### src/rtl/nic_pkg.sv
// Shared definitions for the CPU network interface: register map,
// status bit position and the per-channel buffer state encoding.
package nic_pkg;

  localparam logic [1:0] NIC_IN_BUF   = 2'b00;
  localparam logic [1:0] NIC_IN_STAT  = 2'b01;
  localparam logic [1:0] NIC_OUT_BUF  = 2'b10;
  localparam logic [1:0] NIC_OUT_STAT = 2'b11;

  // Data words are numbered MSB-first, so the status flag lands in the LSB.
  function automatic int nic_stat_bit(input int width);
    return width - 1;
  endfunction

  typedef enum logic {
    CHAN_EMPTY = 1'b0,
    CHAN_FULL  = 1'b1
  } chan_state_t;

endpackage

### src/rtl/nic_chan_buf.sv
// One-entry flit buffer with a full flag; loads are taken only when empty,
// unloads only when full, so both strobes may be raised without pre-gating.
module nic_chan_buf
  import nic_pkg::*;
#(
  parameter int WIDTH = 64
) (
  input  logic             clk,
  input  logic             reset,
  input  logic             load,
  input  logic             unload,
  input  logic [0:WIDTH-1] load_data,
  output logic             full,
  output logic [0:WIDTH-1] data
);

  chan_state_t state, state_next;

  always_ff @(posedge clk or posedge reset) begin
    if (reset) state <= CHAN_EMPTY;
    else       state <= state_next;
  end

  always_comb begin
    state_next = state;
    case (state)
      CHAN_EMPTY: if (load)   state_next = CHAN_FULL;
      CHAN_FULL:  if (unload) state_next = CHAN_EMPTY;
      default:    state_next = CHAN_EMPTY;
    endcase
  end

  always_ff @(posedge clk or posedge reset) begin
    if (reset)                             data <= '0;
    else if (load && state == CHAN_EMPTY)  data <= load_data;
  end

  assign full = (state == CHAN_FULL);

endmodule

### src/rtl/cpu_nic.sv
// Memory-mapped bridge between the CPU data port and one router local port:
// an input flit register, an output flit register and their status words.
module cpu_nic
  import nic_pkg::*;
#(
  parameter int DATA_WIDTH = 64
) (
  input  logic                  clk,
  input  logic                  reset,
  input  logic [1:0]            addr,
  input  logic [0:DATA_WIDTH-1] d_in,
  output logic [0:DATA_WIDTH-1] d_out,
  input  logic                  nicEn,
  input  logic                  nicWrEn,
  output logic                  net_so,
  input  logic                  net_ro,
  output logic [0:DATA_WIDTH-1] net_do,
  input  logic                  net_si,
  output logic                  net_ri,
  input  logic [0:DATA_WIDTH-1] net_di
);

  localparam int STAT_BIT = nic_stat_bit(DATA_WIDTH);

  logic                  rd_req, wr_req;
  logic                  in_full, out_full;
  logic [0:DATA_WIDTH-1] in_buf, out_buf;
  logic [0:DATA_WIDTH-1] d_out_next;

  assign rd_req = nicEn & ~nicWrEn;
  assign wr_req = nicEn & nicWrEn;

  nic_chan_buf #(.WIDTH(DATA_WIDTH)) u_in_chan (
    .clk       (clk),
    .reset     (reset),
    .load      (net_si),
    .unload    (rd_req && addr == NIC_IN_BUF),
    .load_data (net_di),
    .full      (in_full),
    .data      (in_buf)
  );

  nic_chan_buf #(.WIDTH(DATA_WIDTH)) u_out_chan (
    .clk       (clk),
    .reset     (reset),
    .load      (wr_req && addr == NIC_OUT_BUF),
    .unload    (net_ro),
    .load_data (d_in),
    .full      (out_full),
    .data      (out_buf)
  );

  assign net_ri = ~in_full;
  assign net_so = out_full;
  assign net_do = out_buf;

  // Status reads report the flag as seen before the edge of the access.
  always_comb begin
    d_out_next = d_out;
    if (rd_req) begin
      d_out_next = '0;
      case (addr)
        NIC_IN_BUF:   d_out_next = in_buf;
        NIC_IN_STAT:  d_out_next[STAT_BIT] = in_full;
        NIC_OUT_BUF:  d_out_next = out_buf;
        NIC_OUT_STAT: d_out_next[STAT_BIT] = out_full;
        default:      d_out_next = '0;
      endcase
    end
  end

  always_ff @(posedge clk or posedge reset) begin
    if (reset) d_out <= '0;
    else       d_out <= d_out_next;
  end

endmodule

### config.mk
export PLATFORM = sky130hd
export DESIGN_NAME = cpu_nic
export DESIGN_NICKNAME = d
export VERILOG_FILES = /design/src/rtl/nic_pkg.sv /design/src/rtl/nic_chan_buf.sv /design/src/rtl/cpu_nic.sv
export SDC_FILE = /design/constraint.sdc
export NUM_CORES = 1
export LEC_CHECK = 0
export CAP_MARGIN = 15
export CORE_MARGIN = 4
export CORE_UTILIZATION = 45
export CTS_CLUSTER_DIAMETER = 100
export DETAILED_ROUTE_END_ITERATION = 8
export PLACE_DENSITY = 0.79
export REMOVE_ABC_BUFFERS = 1
export SYNTH_ARGS = -nofsm -noshare
export SYNTH_HDL_FRONTEND = slang
export SYNTH_SLANG_ARGS = --single-unit
### constraint.sdc
create_clock -name clk -period 7.7 [get_ports clk]
set_clock_uncertainty 0.2 [all_clocks]
set_input_delay 1.155 -clock clk [delete_from_list [all_inputs] [get_ports clk]]
set_output_delay 1.155 -clock clk [all_outputs]
set_load 0.005 [all_outputs]
Yosys cells after proc, flatten, opt, wreduce, memory -nomap -nowiden
Index checks and enable logic that the tools add are counted.
- bits in registers: 194
- input bits: 136
- output and inout bits: 130
- word-level logic and storage cells: 26
- eq/ne operators: 3
- mux-type cells: 8
- bitwise operators: 5
- reductions and logical operators: 5
- operators by type and width (cell ; number):
    $pmux W63 S2 ; 1
    $eq A2 B2 Y1 const B ; 2
    $logic_and A1 B1 Y1 ; 4
    $mux W1 ; 4
    $pmux W1 S2 ; 2
    $pmux W1 S4 ; 1
    $not A1 Y1 ; 3
    $and A1 B1 Y1 ; 2
    $eq A2 B1 Y1 const B ; 1
    $logic_not A2 Y1 ; 1

Longest topological paths before layout
Gate-level depths: netlist (run 1).
- depth in word-level cells: 5
- mapped depth: 5
- mapped depth without buffers: 3

Hierarchy
From an unflattened synthesis (run 1), not the netlist that was laid out.
- cell total of the unflattened synthesis: 499
- area total of the unflattened synthesis: 8460.6 µm²
- by module, submodules not included (module ; times used ; cells an instance ; area each (µm²) ; seq. area each (µm²)):
    nic_chan_buf ; 2 ; 140 ; 2687.6 ; 1626.6
    cpu_nic ; 1 ; 219 ; 3085.5 ; 1601.5

Worst setup path before layout (run 1)
OpenSTA, ideal clock, no wires.
- path type: input to register
- start: input port net_si
- end: register u_in_chan.data[0] (netlist name)
- setup time: 0.125 ns
- data arrival time: 2.037 ns
- required time: 7.375 ns
- setup slack: 5.338 ns
- stages on the path: 4
- buffers on the path: 2
- cell sequence: nor2b_1 buf_2 buf_2 mux2_2
- cells in the longest elaborated chain, start to end: 1
- RTL lines (what ; RTL line ; text):
    start, declared ; cpu_nic.sv:18 ; input logic net_si,
    $logic_and A1 B1 Y1 ; nic_chan_buf.sv:35 ; else if (load && state == CHAN_EMPTY) data <= load_data;
    end signal, assigned ; nic_chan_buf.sv:35 ;
    end, declared ; nic_chan_buf.sv:14 ; output logic [0:WIDTH-1] data
No other way between the ends.
A chain may end at the register's enable or synchronous reset.

Worst setup path in the final report (run 1)
- start: input port nicWrEn
- end: register d_out[24] (netlist name)
- cells in the longest elaborated chain, start to end: 2
- RTL lines (what ; RTL line ; text):
    start, declared ; cpu_nic.sv:14 ; input logic nicWrEn,
    $not A1 Y1 ; cpu_nic.sv:30 ; assign rd_req = nicEn & ~nicWrEn;
    $and A1 B1 Y1 ; cpu_nic.sv:30 ;
    end signal, assigned ; cpu_nic.sv:74 ; else d_out <= d_out_next;
    end, declared ; cpu_nic.sv:12 ; output logic [0:DATA_WIDTH-1] d_out,
No other way between the ends.

==> flow_summary.toml, run 1 <==
[outcome]
status = "finished clean"

[die]
core_area_um2 = 17300
die_width_um = 141
die_h_um = 141
num_io_pins = 266
start_util_pct = 46.0
dieArea_um2 = 19900
row_count = 48

[placement]
io_buffers = 265
place_hpwl_um = 13500
gp_congestion = 0.790
place_area_um2 = 10700

[cells_and_area]
n_antenna_cell = 0
syn_to_final_growth_pct = 42.4
postLayoutCellArea_um2 = 11300
final_nets = 951
drive_gt1_share_pct = 20.9
utilization_pct = 65.6
fillers = 1271

[timing]
min_period_ns = 3.25
final.setup.tns_ns = 0
timing.fmax_mhz = 308
rsz0062_at_grt = "false"
final_hold_viol_count = 0
finalSetupViolCount = 0
tightest_slew_ns = 0.926
slew_headroom_pct = 38.3
slew_viol_final = 0
period_share_pct = 42.2

[grt]
grt_usage_pct = 20.2
grt-ovfl-total = 0
grt_pass1_vias = 6031
grt_max_degree = 123
antenna_found_initial = 0
grt_first_pass_wirelength_um = 31900

[logic_synthesis]
ys.flop_type = "dfrtp_1"
ys_seq_area_share_pct = 61.0
synth.area.top_cells = "dfrtp_1 61%, mux2_2 11%, mux2_4 9.2%, mux2i_1 7.9%, nand2_1 3.0%"
async_reset_ff_share_pct = 100
ys_warn_count = 0
ys_ff_latch = 194
synth_edf_count = 0
ys_types = 20
netlist.area_leader.share_pct = 61.0
synth_area_um2 = 7960
syn_inst = 559
avgSynthCellArea_um2 = 14.2
yosysTopAreaCell = "dfrtp_1"
yosysMostFrequentCell = "dfrtp_1"
synth_common_cells = "194 x dfrtp_1, 80 x mux2_2, 63 x mux2i_1, 63 x nand2_1, 49 x mux2_4"

[route]
vias = 5354
via_per_inst = 5.08
drtIter0Drc = 198
ant_nets = 0
first_pass_iters = 5
wire_per_inst_um = 18.5
route.detailed.drc = 0
routed_wl_um = 19500

[cts]
clock-sinks = 194
clkLatencyLatePin_ns = 0.42
cts_tree = "yes"
h-tree-depth = 4
clk_pin_slew_worst_paths_ns = 0.07
cts_max_path_buffers = 2
root_buffer = "clkbuf_16"
post-cts-setup-buffers = 0
hold_buffers = 0
cts_resized = 0
cts_buffers = 17

[power_and_ir_drop]
vdd_drop_max_uv = 158
power.density_nw_per_um2 = 299
p_leak_uw = 0.00509

[critical_path]
critPathRequiredTime_ns = 7.76
startpoint_type = "primary input"
worst-path-max-fanout = 66
crit_top_cell = "buf_4"
cpPeakStageDelay_ns = 0.56
end_kind = "register"
arrival_ns = 3.31
crit_type = "primary input to register"
path_cells = "clkdlybuf4s50_1 -> nand2b_2 -> buf_4 -> or2_2 -> buf_4 -> o21ai_0"
critPathSlowestCell = "buf_4"

[run]
cap_violations = 0

[worst_hold_path]
hold_path.class = "register to register"
-- layout by cell type (no fill, tap or decap) --
cell type / instances
inv_6: 7
clkinv_2: 1
clkbuf_1: 1
nor2b_4: 1
o21bai_1: 1
or2_2: 1
nand2b_2: 1
clkbuf_8: 2
mux4_2: 1
clkinvlp_4: 1
nor2_1: 1
inv_8: 4
buf_16: 1
inv_1: 2
nor3_1: 1
mux2i_1: 63
nand4_1: 1
o21ai_1: 20
nand2_1: 63
dfrtp_1: 194
mux2_2: 80
clkbuf_16: 17
buf_4: 7
o21ai_0: 44
mux2_4: 49
clkdlybuf4s50_1: 264
-- metal layers --
layer	wire length (um)	global-route usage, %	vias to the layer above
met5	0	0	-
li1	-	-	2451
met1	7680	23.8	2694
met2	9900	34.7	180
met3	1500	7.19	29
met4	427	6.58	0
-- metrics by stage --
step / cells / hold WS [ns] / total power (uW) / setup WS, ns
3_5_place_dp: 1020 / 0.269 / 2580 / 3.97
6_report: 1053 / 0.282 / 3390 / 4.45
5_1_grt: 1053 / 0.321 / 3590 / 4.29
2_1_floorplan: 524 / 0.273 / 2030 / 1.06
3_3_place_gp: 1020 / 0.261 / 2520 / 4.10
4_1_cts: 1052 / 0.285 / 3430 / 4.42
-- worst max-delay path, delay by kind of cell --
kind                   cells  cell delay, ns
AOI/OAI and AO/OA          1            0.22
and+or+nand+nor            2            0.33
buffers and inverters      3            1.52
-- registers in the layout, summed over array words and instances (netlist names) --
signal	count
u_out_chan.full	1
u_out_chan.data	64
u_in_chan.full	1
u_in_chan.data	64
d_out	64
-- power by group --
group / internal [uW] / total, uW / leakage (uW) / switching (uW)
Combinational: 668 / 987 / 0.00242 / 319
Sequential: 1350 / 1560 / 0.00239 / 208
Clock: 445 / 842 / 0.000279 / 397
-- layout make-up --
cell class / count / area (um^2) / share of cell area (%)
Tap cell: 225 / 282 / 2.48
Clock inverter: 12 / 108 / 0.949
Sequential cell: 194 / 4850 / 42.8
Clock buffer: 20 / 457 / 4.03
Multi-Input combinational cell: 327 / 2900 / 25.6
Inverter: 3 / 18.8 / 0.166
Timing Repair Buffer: 272 / 2720 / 24.0
-- path summary, 6_finish.rpt --
kind	cells past startpoint	slack (ns)	from	endpoint
worst max-delay path	6	4.45	nicWrEn	d_out[24]$_DFFE_PP0P_
worst min-delay path	2	0.28	d_out[5]$_DFFE_PP0P_	d_out[5]$_DFFE_PP0P_
worst max register to register	3	5.64	u_in_chan.full$_DFF_PP0_	u_in_chan.data[27]$_DFFE_PP0P_
worst min register to register	2	0.28	d_out[5]$_DFFE_PP0P_	d_out[5]$_DFFE_PP0P_
max in group asynchronous	3	4.72	reset	u_out_chan.data[29]$_DFFE_PP0P_
min in group asynchronous	2	1.10	reset	d_out[41]$_DFFE_PP0P_
-- cell families after synthesis --
kind of cell	synth area share, %
AO/OA/AOI/OAI	4.12
buffers and inverters	2.75
flip-flops	61.0
multiplexers	28.8
AND/OR/NAND/NOR	3.39
(Power assumes the default switching activity.)
==> inputs of run 2 (changes only) <==
==> constraint.sdc (replaced) <==
create_clock -name clk -period 3.35 [get_ports clk]
set_clock_uncertainty 0.2 [all_clocks]
set_input_delay 0.5025 -clock clk [delete_from_list [all_inputs] [get_ports clk]]
set_output_delay 0.5025 -clock clk [all_outputs]
set_load 0.005 [all_outputs]
==> run 2 against run 1 <==
Against the previous run:
- sequential share of layout area is 0.19 points lower
- largest power group unchanged
- hold slack worse by 0.0048 ns
- combinational power is 130% higher
- clock-buffer cell count is 1 lower
- routed wire length is 1.3% higher
- first-iteration DRC count stayed put
- via count is 0.69% higher
- highest routed layer unchanged
==> flow_summary.toml, run 2 (synthesis results as in run 1) <==
[outcome]
status = "finished clean"

[route]
ant_nets = 0
routed_wl_um = 19800
wire_per_inst_um = 18.8
drtIter0Drc = 198
via_per_inst = 5.12
vias = 5391
first_pass_iters = 4
route.detailed.drc = 0

[critical_path]
arrival_ns = 2.29
crit_type = "primary input to register"
r2r_setup_slack_ns = 1.55
startpoint_type = "primary input"
end_kind = "register"
worst-path-max-fanout = 33
critPathRequiredTime_ns = 3.42

[placement]
place_hpwl_um = 13900
gp_congestion = 0.785
dpl.cell_count = 1023
place_area_um2 = 10800
io_buffers = 265
pre_cts_ws_ns = 0.708

[cells_and_area]
postLayoutCellArea_um2 = 11400
fillers = 1247
multi_input_area_um2 = 2900
utilization_pct = 65.9
drive_gt1_share_pct = 20.9
final_cell_mix = "264 x clkdlybuf4s50_1, 194 x dfrtp_1, 80 x mux2_2"
final_nets = 953
mostFrequentLayoutCell = "clkdlybuf4s50_1"
layout.cells.non_filler = 1053
seq_area_um2 = 4850
syn_to_final_growth_pct = 43.1
n_antenna_cell = 0
reg_top3 = "d_out: 64 flops, u_in_chan.data: 64 flops, u_out_chan.data: 64 flops"

[run]
cap_violations = 0

[timing]
rsz0062_at_grt = "false"
final.setup.tns_ns = 0
final_hold_viol_count = 0
timing.fmax_mhz = 451
finalSetupViolCount = 0
period_share_pct = 66.2
slew_viol_final = 0
min_period_ns = 2.22
slew_headroom_pct = 51.2
tightest_slew_ns = 0.731
fin_ws_ns = 1.13

[cts]
hold_buffers = 0
cts_max_path_buffers = 2
cts_resized = 0
h-tree-depth = 4
clock-sinks = 194
post-cts-setup-buffers = 0
root_buffer = "clkbuf_16"
clk_pin_slew_worst_paths_ns = 0.07
cts_buffers = 17
clkLatencyLatePin_ns = 0.42
cts_tree = "yes"

[power_and_ir_drop]
power.density_nw_per_um2 = 691
p_leak_uw = 0.00510
vdd_drop_max_uv = 426

[die]
dieArea_um2 = 19900
num_io_pins = 266
row_count = 48
die_h_um = 141
core_area_um2 = 17300
die_width_um = 141
start_util_pct = 46.0

[grt]
antenna_found_initial = 0
grt_max_degree = 85
grt_pass1_vias = 5842
grt-ovfl-total = 0
grt_first_pass_wirelength_um = 31500
grt_usage_pct = 20.0

[worst_hold_path]
hold_path.class = "register to register"
[run 2: path summary, 6_finish.rpt]
path                                           startpoint                        endpoint  cells after the start
worst min-delay path                d_out[34]$_DFFE_PP0P_           d_out[34]$_DFFE_PP0P_                      2
worst max register to register  u_out_chan.full$_DFF_PP0_  u_out_chan.data[9]$_DFFE_PP0P_                      4
max in group asynchronous                           reset  u_in_chan.data[38]$_DFFE_PP0P_                      3
min in group asynchronous                           reset           d_out[41]$_DFFE_PP0P_                      2
worst min register to register      d_out[34]$_DFFE_PP0P_           d_out[34]$_DFFE_PP0P_                      2
worst max-delay path                              nicWrEn           d_out[21]$_DFFE_PP0P_                      5
[run 2: layer usage]
layer  GRT usage, %  up-vias  part of all wire (%)
li1               -     2461                     -
met1           23.7     2720                    40
met2           34.9      183                    51
met3           6.28       27                   7.1
met4           6.37        0                   1.9
met5              0        -                     0
[run 2: final cells by class]
type | instances | area share, %
sequential | 194 | 42.6
multi-input combinational | 327 | 25.4
timing repair buffer | 274 | 24.3
clock buffer | 19 | 3.89
tap | 225 | 2.47
clock inverter | 11 | 1.12
inverter | 3 | 0.165
[run 2: metrics by stage]
step	hold slack, ns	power, uW
floorplan	0.273	4660
global placement	0.259	5810
detailed placement	0.270	5950
CTS	0.284	7950
global route	0.308	8290
finish	0.277	7870
[run 2: power breakdown]
part | internal [uW] | leakage [uW] | total, uW | switching (uW)
Clock | 1120 | 0.000273 | 2000 | 880
Combinational | 1550 | 0.00244 | 2290 | 741
Sequential | 3100 | 0.00239 | 3580 | 480
[run 2: worst max-delay path: stages]
cell and delay [ns]:
clkdlybuf4s50_1 0.49, nand2b_2 0.13, or2_2 0.51, buf_4 0.42, o21ai_0 0.20
